<file path="src/rtl/divider_pkg.sv">
// Shared types and default widths for the restoring divider.
// Holds the two-state FSM encoding used by the top level.
package divider_pkg;

  localparam int DIV_NUM_BITS_DEF = 8;
  localparam int DIV_DEN_BITS_DEF = 8;

  typedef enum logic {
    IDLE = 1'b0,
    CALC = 1'b1
  } state_t;

endpackage

</file>
<file path="src/rtl/divider_restoring_step.sv">
// One restoring-division iteration: shift in a numerator bit,
// trial-subtract the divisor, keep or restore the remainder.
module divider_restoring_step #(
  parameter int DEN_BITS = 8
) (
  input  logic [DEN_BITS:0]   i_rem,
  input  logic                i_bit,
  input  logic [DEN_BITS-1:0] i_den,
  output logic [DEN_BITS:0]   o_rem,
  output logic                o_qbit
);

  logic [DEN_BITS+1:0] w_diff;
  logic                w_neg;

  assign w_diff = {i_rem, i_bit} - {2'b00, i_den};
  assign w_neg  = w_diff[DEN_BITS+1];

  // Non-negative trial keeps the difference, otherwise restore.
  always_comb begin
    o_qbit = ~w_neg;
    o_rem  = w_diff[DEN_BITS:0];
    if (w_neg) begin
      o_rem = {i_rem[DEN_BITS-1:0], i_bit};
    end
  end

endmodule

</file>
<file path="src/rtl/divider_restoring_unsigned.sv">
// Multi-cycle unsigned restoring divider, one quotient bit per CE edge.
// Optional busy output enabled by defining DIVIDER_BUSY_PORT_EN.
module divider_restoring_unsigned
  import divider_pkg::*;
#(
  parameter int DIV_NUM_BITS = DIV_NUM_BITS_DEF,
  parameter int DIV_DEN_BITS = DIV_DEN_BITS_DEF
) (
  input  logic                    CLK,
  input  logic                    ARST_N,
  input  logic                    CE,
  input  logic [DIV_NUM_BITS-1:0] NUMERATOR_IN,
  input  logic [DIV_DEN_BITS-1:0] DENOMINATOR_IN,
  input  logic                    start,
  output logic [DIV_NUM_BITS-1:0] QUOTENT_OUT,
  output logic [DIV_DEN_BITS-1:0] REMAINDER_OUT,
  output logic                    error,
`ifdef DIVIDER_BUSY_PORT_EN
  output logic                    busy,
`endif
  output logic                    done
);

  localparam int CW = (DIV_NUM_BITS > 1) ? $clog2(DIV_NUM_BITS) : 1;
  localparam logic [CW-1:0] LAST = CW'(DIV_NUM_BITS - 1);

  state_t                  r_state;
  state_t                  w_next;
  logic [CW-1:0]           r_cnt;
  logic [DIV_DEN_BITS:0]   r_rem;
  logic [DIV_NUM_BITS-1:0] r_nq;
  logic [DIV_DEN_BITS-1:0] r_den;

  logic [DIV_DEN_BITS:0]   w_rem;
  logic                    w_qbit;
  logic                    w_den_zero;
  logic                    w_last;
  logic [DIV_NUM_BITS-1:0] w_nq;

  assign w_den_zero = (r_den == '0);
  assign w_last     = (r_cnt == LAST);
  assign w_nq       = {r_nq[DIV_NUM_BITS-2:0], w_qbit};

`ifdef DIVIDER_BUSY_PORT_EN
  assign busy = (r_state == CALC);
`endif

  divider_restoring_step #(
    .DEN_BITS (DIV_DEN_BITS)
  ) u_step (
    .i_rem  (r_rem),
    .i_bit  (r_nq[DIV_NUM_BITS-1]),
    .i_den  (r_den),
    .o_rem  (w_rem),
    .o_qbit (w_qbit)
  );

  // State register, advances only on CE-qualified edges.
  always_ff @(posedge CLK or negedge ARST_N) begin
    if (!ARST_N) begin
      r_state <= IDLE;
    end else if (CE) begin
      r_state <= w_next;
    end
  end

  // Next state: accept in IDLE, leave CALC on zero divisor or last bit.
  always_comb begin
    w_next = r_state;
    unique case (r_state)
      IDLE: if (start) w_next = CALC;
      CALC: if (w_den_zero || w_last) w_next = IDLE;
      default: w_next = IDLE;
    endcase
  end

  // Datapath: operand capture, iteration and result load.
  always_ff @(posedge CLK or negedge ARST_N) begin
    if (!ARST_N) begin
      r_cnt         <= '0;
      r_rem         <= '0;
      r_nq          <= '0;
      r_den         <= '0;
      QUOTENT_OUT   <= '0;
      REMAINDER_OUT <= '0;
      done          <= 1'b0;
      error         <= 1'b0;
    end else if (CE) begin
      unique case (r_state)
        IDLE: begin
          if (start) begin
            r_nq  <= NUMERATOR_IN;
            r_den <= DENOMINATOR_IN;
            r_rem <= '0;
            r_cnt <= '0;
            done  <= 1'b0;
            error <= 1'b0;
          end
        end
        CALC: begin
          if (w_den_zero) begin
            QUOTENT_OUT   <= '1;
            REMAINDER_OUT <= '0;
            error         <= 1'b1;
            done          <= 1'b1;
          end else begin
            r_rem <= w_rem;
            r_nq  <= w_nq;
            r_cnt <= r_cnt + CW'(1);
            if (w_last) begin
              QUOTENT_OUT   <= w_nq;
              REMAINDER_OUT <= w_rem[DIV_DEN_BITS-1:0];
              done          <= 1'b1;
            end
          end
        end
        default: ;
      endcase
    end
  end

endmodule

</file>
<file path="config.mk">
export PLATFORM = sky130hd
export DESIGN_NAME = divider_restoring_unsigned
export DESIGN_NICKNAME = d
export VERILOG_FILES = /design/src/rtl/divider_pkg.sv /design/src/rtl/divider_restoring_step.sv /design/src/rtl/divider_restoring_unsigned.sv
export SDC_FILE = /design/constraint.sdc
export NUM_CORES = 1
export LEC_CHECK = 0
export ABC_CLOCK_PERIOD_IN_PS = 2700
export CORE_MARGIN = 5
export CORE_UTILIZATION = 50
export DETAILED_ROUTE_END_ITERATION = 16
export PLACE_DENSITY = 0.84
export SYNTH_ARGS = -nofsm -noshare
export SYNTH_HDL_FRONTEND = slang
export SYNTH_SLANG_ARGS = --single-unit
</file>
<file path="constraint.sdc">
create_clock -name CLK -period 2.7 [get_ports CLK]
set_input_delay 0.675 -clock CLK [delete_from_list [all_inputs] [get_ports CLK]]
set_output_delay 0.675 -clock CLK [all_outputs]
set_load 0.01 [all_outputs]
</file>
Yosys cells after proc, flatten, opt, wreduce, memory -nomap -nowiden

Cells that the tools add are included.
Widths: inputs -> output; s select.

Add/subtract/negate cells: 2
Eq/ne operators: 5
Mux-type cells: 23
Bitwise gates (word level): 2
Reductions and logical operators: 8

Operator list:

| cell                | number |
|---|---|
| $mux 8              | 6 |
| $mux 9              | 3 |
| $pmux 9 s2          | 1 |
| $pmux 8 s2          | 1 |
| $reduce_and 3->1    | 5 |
| $sub 10x8->10       | 1 |
| $logic_not 8->1     | 1 |
| $mux 1              | 6 |
| $mux 3              | 2 |
| $pmux 1 s2          | 3 |
| $pmux 3 s2          | 1 |
| $ne 2x2->1 const B  | 2 |
| $add 3x1->3 const B | 1 |
| $eq 3x3->1 const B  | 1 |
| $ne 3x1->1 const B  | 1 |
| $ne 2x1->1 const B  | 1 |
| $not 1->1           | 2 |
| $reduce_bool 2->1   | 1 |
| $logic_or 1x1->1    | 1 |

Register bits: 47
Input port bits: 20
Output and inout port bits: 18
Word-level logic and storage cells: 49

Logic depth before layout (Yosys ltp)

Depth in word-level cells: 4
Depth in mapped cells: 10
Gate-level depth less buffers: 10

Cells and area by module

Synthesis repeated with hierarchy kept, for this count alone.

Cells, all modules: 287
Area, all modules: 2,972.9 sq um

Modules (own cells, without submodules):

| module                     | instances | cells each | area each (sq um) | seq. area each (sq um) |
|---|---|---|---|---|
| divider_restoring_unsigned | 1         | 215        | 2,407.3           | 1,176.1 |
| divider_restoring_step     | 1         | 72         | 565.5             | 0.0 |

Least setup slack after synthesis

OpenSTA, ideal clock, no wires.

Kind: register to register
Start point: register r_rem[5]
End point: register r_rem[5]
Setup time: 131 ps
Arrival time: 2,083 ps
Required time: 2,569 ps
Slack: 486 ps
Cell stages (with the launch flop): 9
Path buffers: 1
Clock period less this slack: 2,214 ps
Cells stage by stage: dfrtp_1 > ha_1 > a21o_1 > a211o_1 > nor3_2 > xnor2_2 > buf_6 > mux2i_1 > o21ai_0

Longest elaborated chain between the ends: 4

RTL lines:

| item                     | line                              | source |
|---|---|---|
| start: declaration       | divider_restoring_unsigned.sv:30  | `logic [DIV_DEN_BITS:0] r_rem;` |
| start signal: assignment | divider_restoring_unsigned.sv:107 | `r_rem <= w_rem;` |
| $sub 10x8->10            | divider_restoring_step.sv:16      | `assign w_diff = {i_rem, i_bit} - {2'b00, i_den};` |
| $mux 9                   | divider_restoring_step.sv:23      | `if (w_neg) begin` |
| $mux 9                   | divider_restoring_unsigned.sv:101 | `if (w_den_zero) begin` |
| $pmux 9 s2               | divider_restoring_unsigned.sv:89  | `unique case (r_state)` |

Every way passes these cells. The select of a mux whose other input is x is not followed.
A chain may end at the register's enable or synchronous reset.

Worst setup path after layout

Start point: register r_rem[5]
End point: register r_rem[4]

The elaborated chain is that of the path after synthesis.

==> impl_metrics.ini <==
[pwr]
p_leak_nw = 1.413
powerDensity_mw_per_mm2 = 1341
peakVddDrop_mv = 0.6459

[critical_path]
cp_num_buf_inv = 0
cp_top_family = compound AO/OA/AOI/OAI gates
rrSetupSlack_ps = 220
critPathSlowestCell = dfrtp_1
crit_chain = ha_1 -> a21o_1 -> a211o_1 -> nor3_2 -> xnor2_4 -> mux2i_1 -> o21ai_0
crit_end = r_rem[4]$_DFFE_PN0P_
cp.depth = 7
rr_worst_depth = 7
crit_start = r_rem[5]$_DFFE_PN0P_
crit_path_start_kind = register
r2r-start = r_rem[5]$_DFFE_PN0P_
endpoint_kind = register
rr_endpoint = r_rem[4]$_DFFE_PN0P_
cp.required_ps = 2860
crit_path_max_fanout = 14
crit_type = reg -> reg
crit_path_max_incr_delay_ps = 410
cp.arrival_ps = 2640

[layout]
final_cells = 334
antenna_cells = 0
final_util_pct = 63.28
drive_gt1_share_pct = 10.71
area_delta_synth_final_pct = 23.99
nNetsFinal = 310

[yosys]
ys.flop_type = dfrtp_1
synth_area_per_cell_um2 = 10.04
async_reset_ff_share_pct = 100.0
synth_enable_flop_cells = 0
yosysWarnings = 0
netlist_instances = 237
ys_seq_elements = 47
netlist_area_mm2 = 0.002379
synth.net_count = 268
yosysSeqAreaShare_pct = 49.45
synth_cell_types = 36

[global_route]
grt_start_max_net_pins = 48
grt_usage_pct = 16.40
grt_pass1_wl_um = 7990
overflow = 0
grt_pass1_vias = 1720
antenna_found_initial = 0

[die]
core.rowCount = 25
fp.dieW_um = 78.97
core_mm2 = 0.004661
dieArea_mm2 = 0.006236
initial_core_util_pct = 51.03
io_pins = 38
die_y_um = 78.97

[placement]
place_ws_ps = 171.3
gp_congestion = 0.9078
dp_cells = 326
io_buffers = 37
dpl.hpwl_um = 3518

[drt]
vias_per_cell = 5.506
routed_wl_um = 4807
via_count = 1839
top_layer = met4
antenna_left = 0
drt_iter0_drc = 121
wl_met2_um = 2298
wl_per_cell_um = 14.39
first_pass_iters = 4
dr_wl_met3_um = 249
drc = 0
route.layer.met1.wl_um = 2179

[timing]
holdWs_ps = 451.3
maxSlewViolCount = 0
rsz0062_at_grt = no
fmax_mhz = 403.7
fin_crit_ps = 2477
min_period_over_period_pct = 91.75
setup_slack_ps = 222.6
hold_violations = 0
max-slew-margin-rel_pct = 35.37
setup_viol = 0
tightest_slew_ps = 966.7
worst_clock_skew_ps = 7.017
tns_ps = 0

[clock_network]
clk_pin_slew_worst_paths_ps = 90
postCtsHoldBufs = 0
cts_tree = yes
cts-htree-levels = 2
clock_sinks = 47
ctsResizeCount = 0
clockRootBuffer = clkbuf_8
post_cts_buffers = 0
cts_made_buffers = 5
clk_path_buf_depth = 2
clk_latency_ps = 300

[outcome]
status = completed

[run]
cap_violations = 0

[min_path]
hold_class = in -> async
## power breakdown
group          switching, W  internal (W)
Clock              0.000237      0.000305
Sequential         0.000263       0.00103
Combinational       0.00108       0.00104
Total               0.00158       0.00237
## Yosys cell counts (2+ instances only)
| cell type | instances | share of area [%] |
|---|---|---|
| nand4_1 | 2 | 0.53 |
| clkbuf_1 | 2 | 0.32 |
| buf_2 | 5 | 1.1 |
| a211oi_1 | 2 | 0.63 |
| a21oi_1 | 10 | 2.1 |
| or4_1 | 2 | 0.63 |
| mux2i_1 | 15 | 6.3 |
| o21bai_1 | 2 | 0.63 |
| xnor2_1 | 2 | 0.74 |
| xor2_1 | 3 | 1.1 |
| nor2_1 | 12 | 1.9 |
| ha_1 | 10 | 5.3 |
| nand3_1 | 4 | 0.84 |
| inv_1 | 12 | 1.9 |
| a22o_1 | 4 | 1.5 |
| mux2_2 | 8 | 3.8 |
| dfrtp_1 | 47 | 49 |
| a211o_1 | 2 | 0.74 |
| o21ai_0 | 31 | 6.5 |
| a21o_1 | 4 | 1.3 |
| o211ai_1 | 2 | 0.63 |
| nand2_1 | 41 | 6.5 |
| nor3_1 | 2 | 0.42 |
## area by class of cell
| type | count | area [µm²] |
|---|---|---|
| tap | 54 | 67.56 |
| multi-input combinational | 169 | 1121 |
| clock inverter | 2 | 38.79 |
| inverter | 12 | 45.04 |
| fill | 375 | 1712 |
| timing repair buffer | 44 | 417.9 |
| sequential | 47 | 1176 |
| clock buffer | 6 | 82.58 |
## state kept, by name, summed over array words and instances, names as in the netlist
| signal | count |
|---|---|
| r_rem | 9 |
| r_nq | 8 |
| done | 1 |
| REMAINDER_OUT | 8 |
| error | 1 |
| r_state | 1 |
| r_den | 8 |
| r_cnt | 3 |
| QUOTENT_OUT | 8 |
## per-layer routing
metal / global-route usage, % / vias to the layer above
li1: - / 912
met1: 21.29 / 874
met2: 27.19 / 45
met3: 3.628 / 8
met4: 5.498 / 0
met5: 0 / -
## metrics by stage
stage	instance area, µm²	power [W]
2_1_floorplan	2379	0.002787
3_3_place_gp	2816	0.003305
3_5_place_dp	2816	0.003377
4_1_cts	2938	0.003936
5_1_grt	2949	0.004282
6_report	2949	0.003955
## cells by family after synthesis
family	count (synthesis)	share of synthesized area, %
AND/OR/NAND/NOR	68	12.36
AO/OA/AOI/OAI	61	15.57
flip-flops	47	49.45
multiplexers	23	10.10
buffers and inverters	21	3.892
adder cells (fa/ha/maj)	11	6.102
XOR/XNOR	6	2.526
## worst min-delay path by stage
stage                                     from                          to  cells after the start
floorplan                               ARST_N  QUOTENT_OUT[0]$_DFFE_PN0P_                      0
global placement    QUOTENT_OUT[6]$_DFFE_PN0P_  QUOTENT_OUT[6]$_DFFE_PN0P_                      2
detailed placement  QUOTENT_OUT[5]$_DFFE_PN0P_  QUOTENT_OUT[5]$_DFFE_PN0P_                      2
CTS                                     ARST_N           error$_DFFE_PN0P_                      2
global route                            ARST_N  QUOTENT_OUT[3]$_DFFE_PN0P_                      2
finish                                  ARST_N        r_cnt[2]$_DFFE_PN0P_                      2
## placed cells by master, fill, tap and decap left out, types with 2 or more instances in the layout
cell type / instances
dfrtp_1: 47
nand2_1: 41
clkdlybuf4s50_1: 36
o21ai_0: 31
mux2i_1: 15
inv_1: 12
nor2_1: 12
a21oi_1: 10
ha_1: 10
mux2_2: 8
buf_4: 7
clkbuf_8: 6
a21o_1: 4
nand3_1: 4
a22o_1: 4
xor2_1: 3
or4_1: 2
o21bai_1: 2
a211o_1: 2
a211oi_1: 2
xnor2_1: 2
nand4_1: 2
o211ai_1: 2
nor3_1: 2
## worst reg2reg max path, stage by stage (launching register included)
cell and delay [ps]:
dfrtp_1 410, ha_1 370, a21o_1 210, a211o_1 310
nor3_2 340, xnor2_4 290, mux2i_1 290, o21ai_0 120
Power figures use the tool's default switching activity.
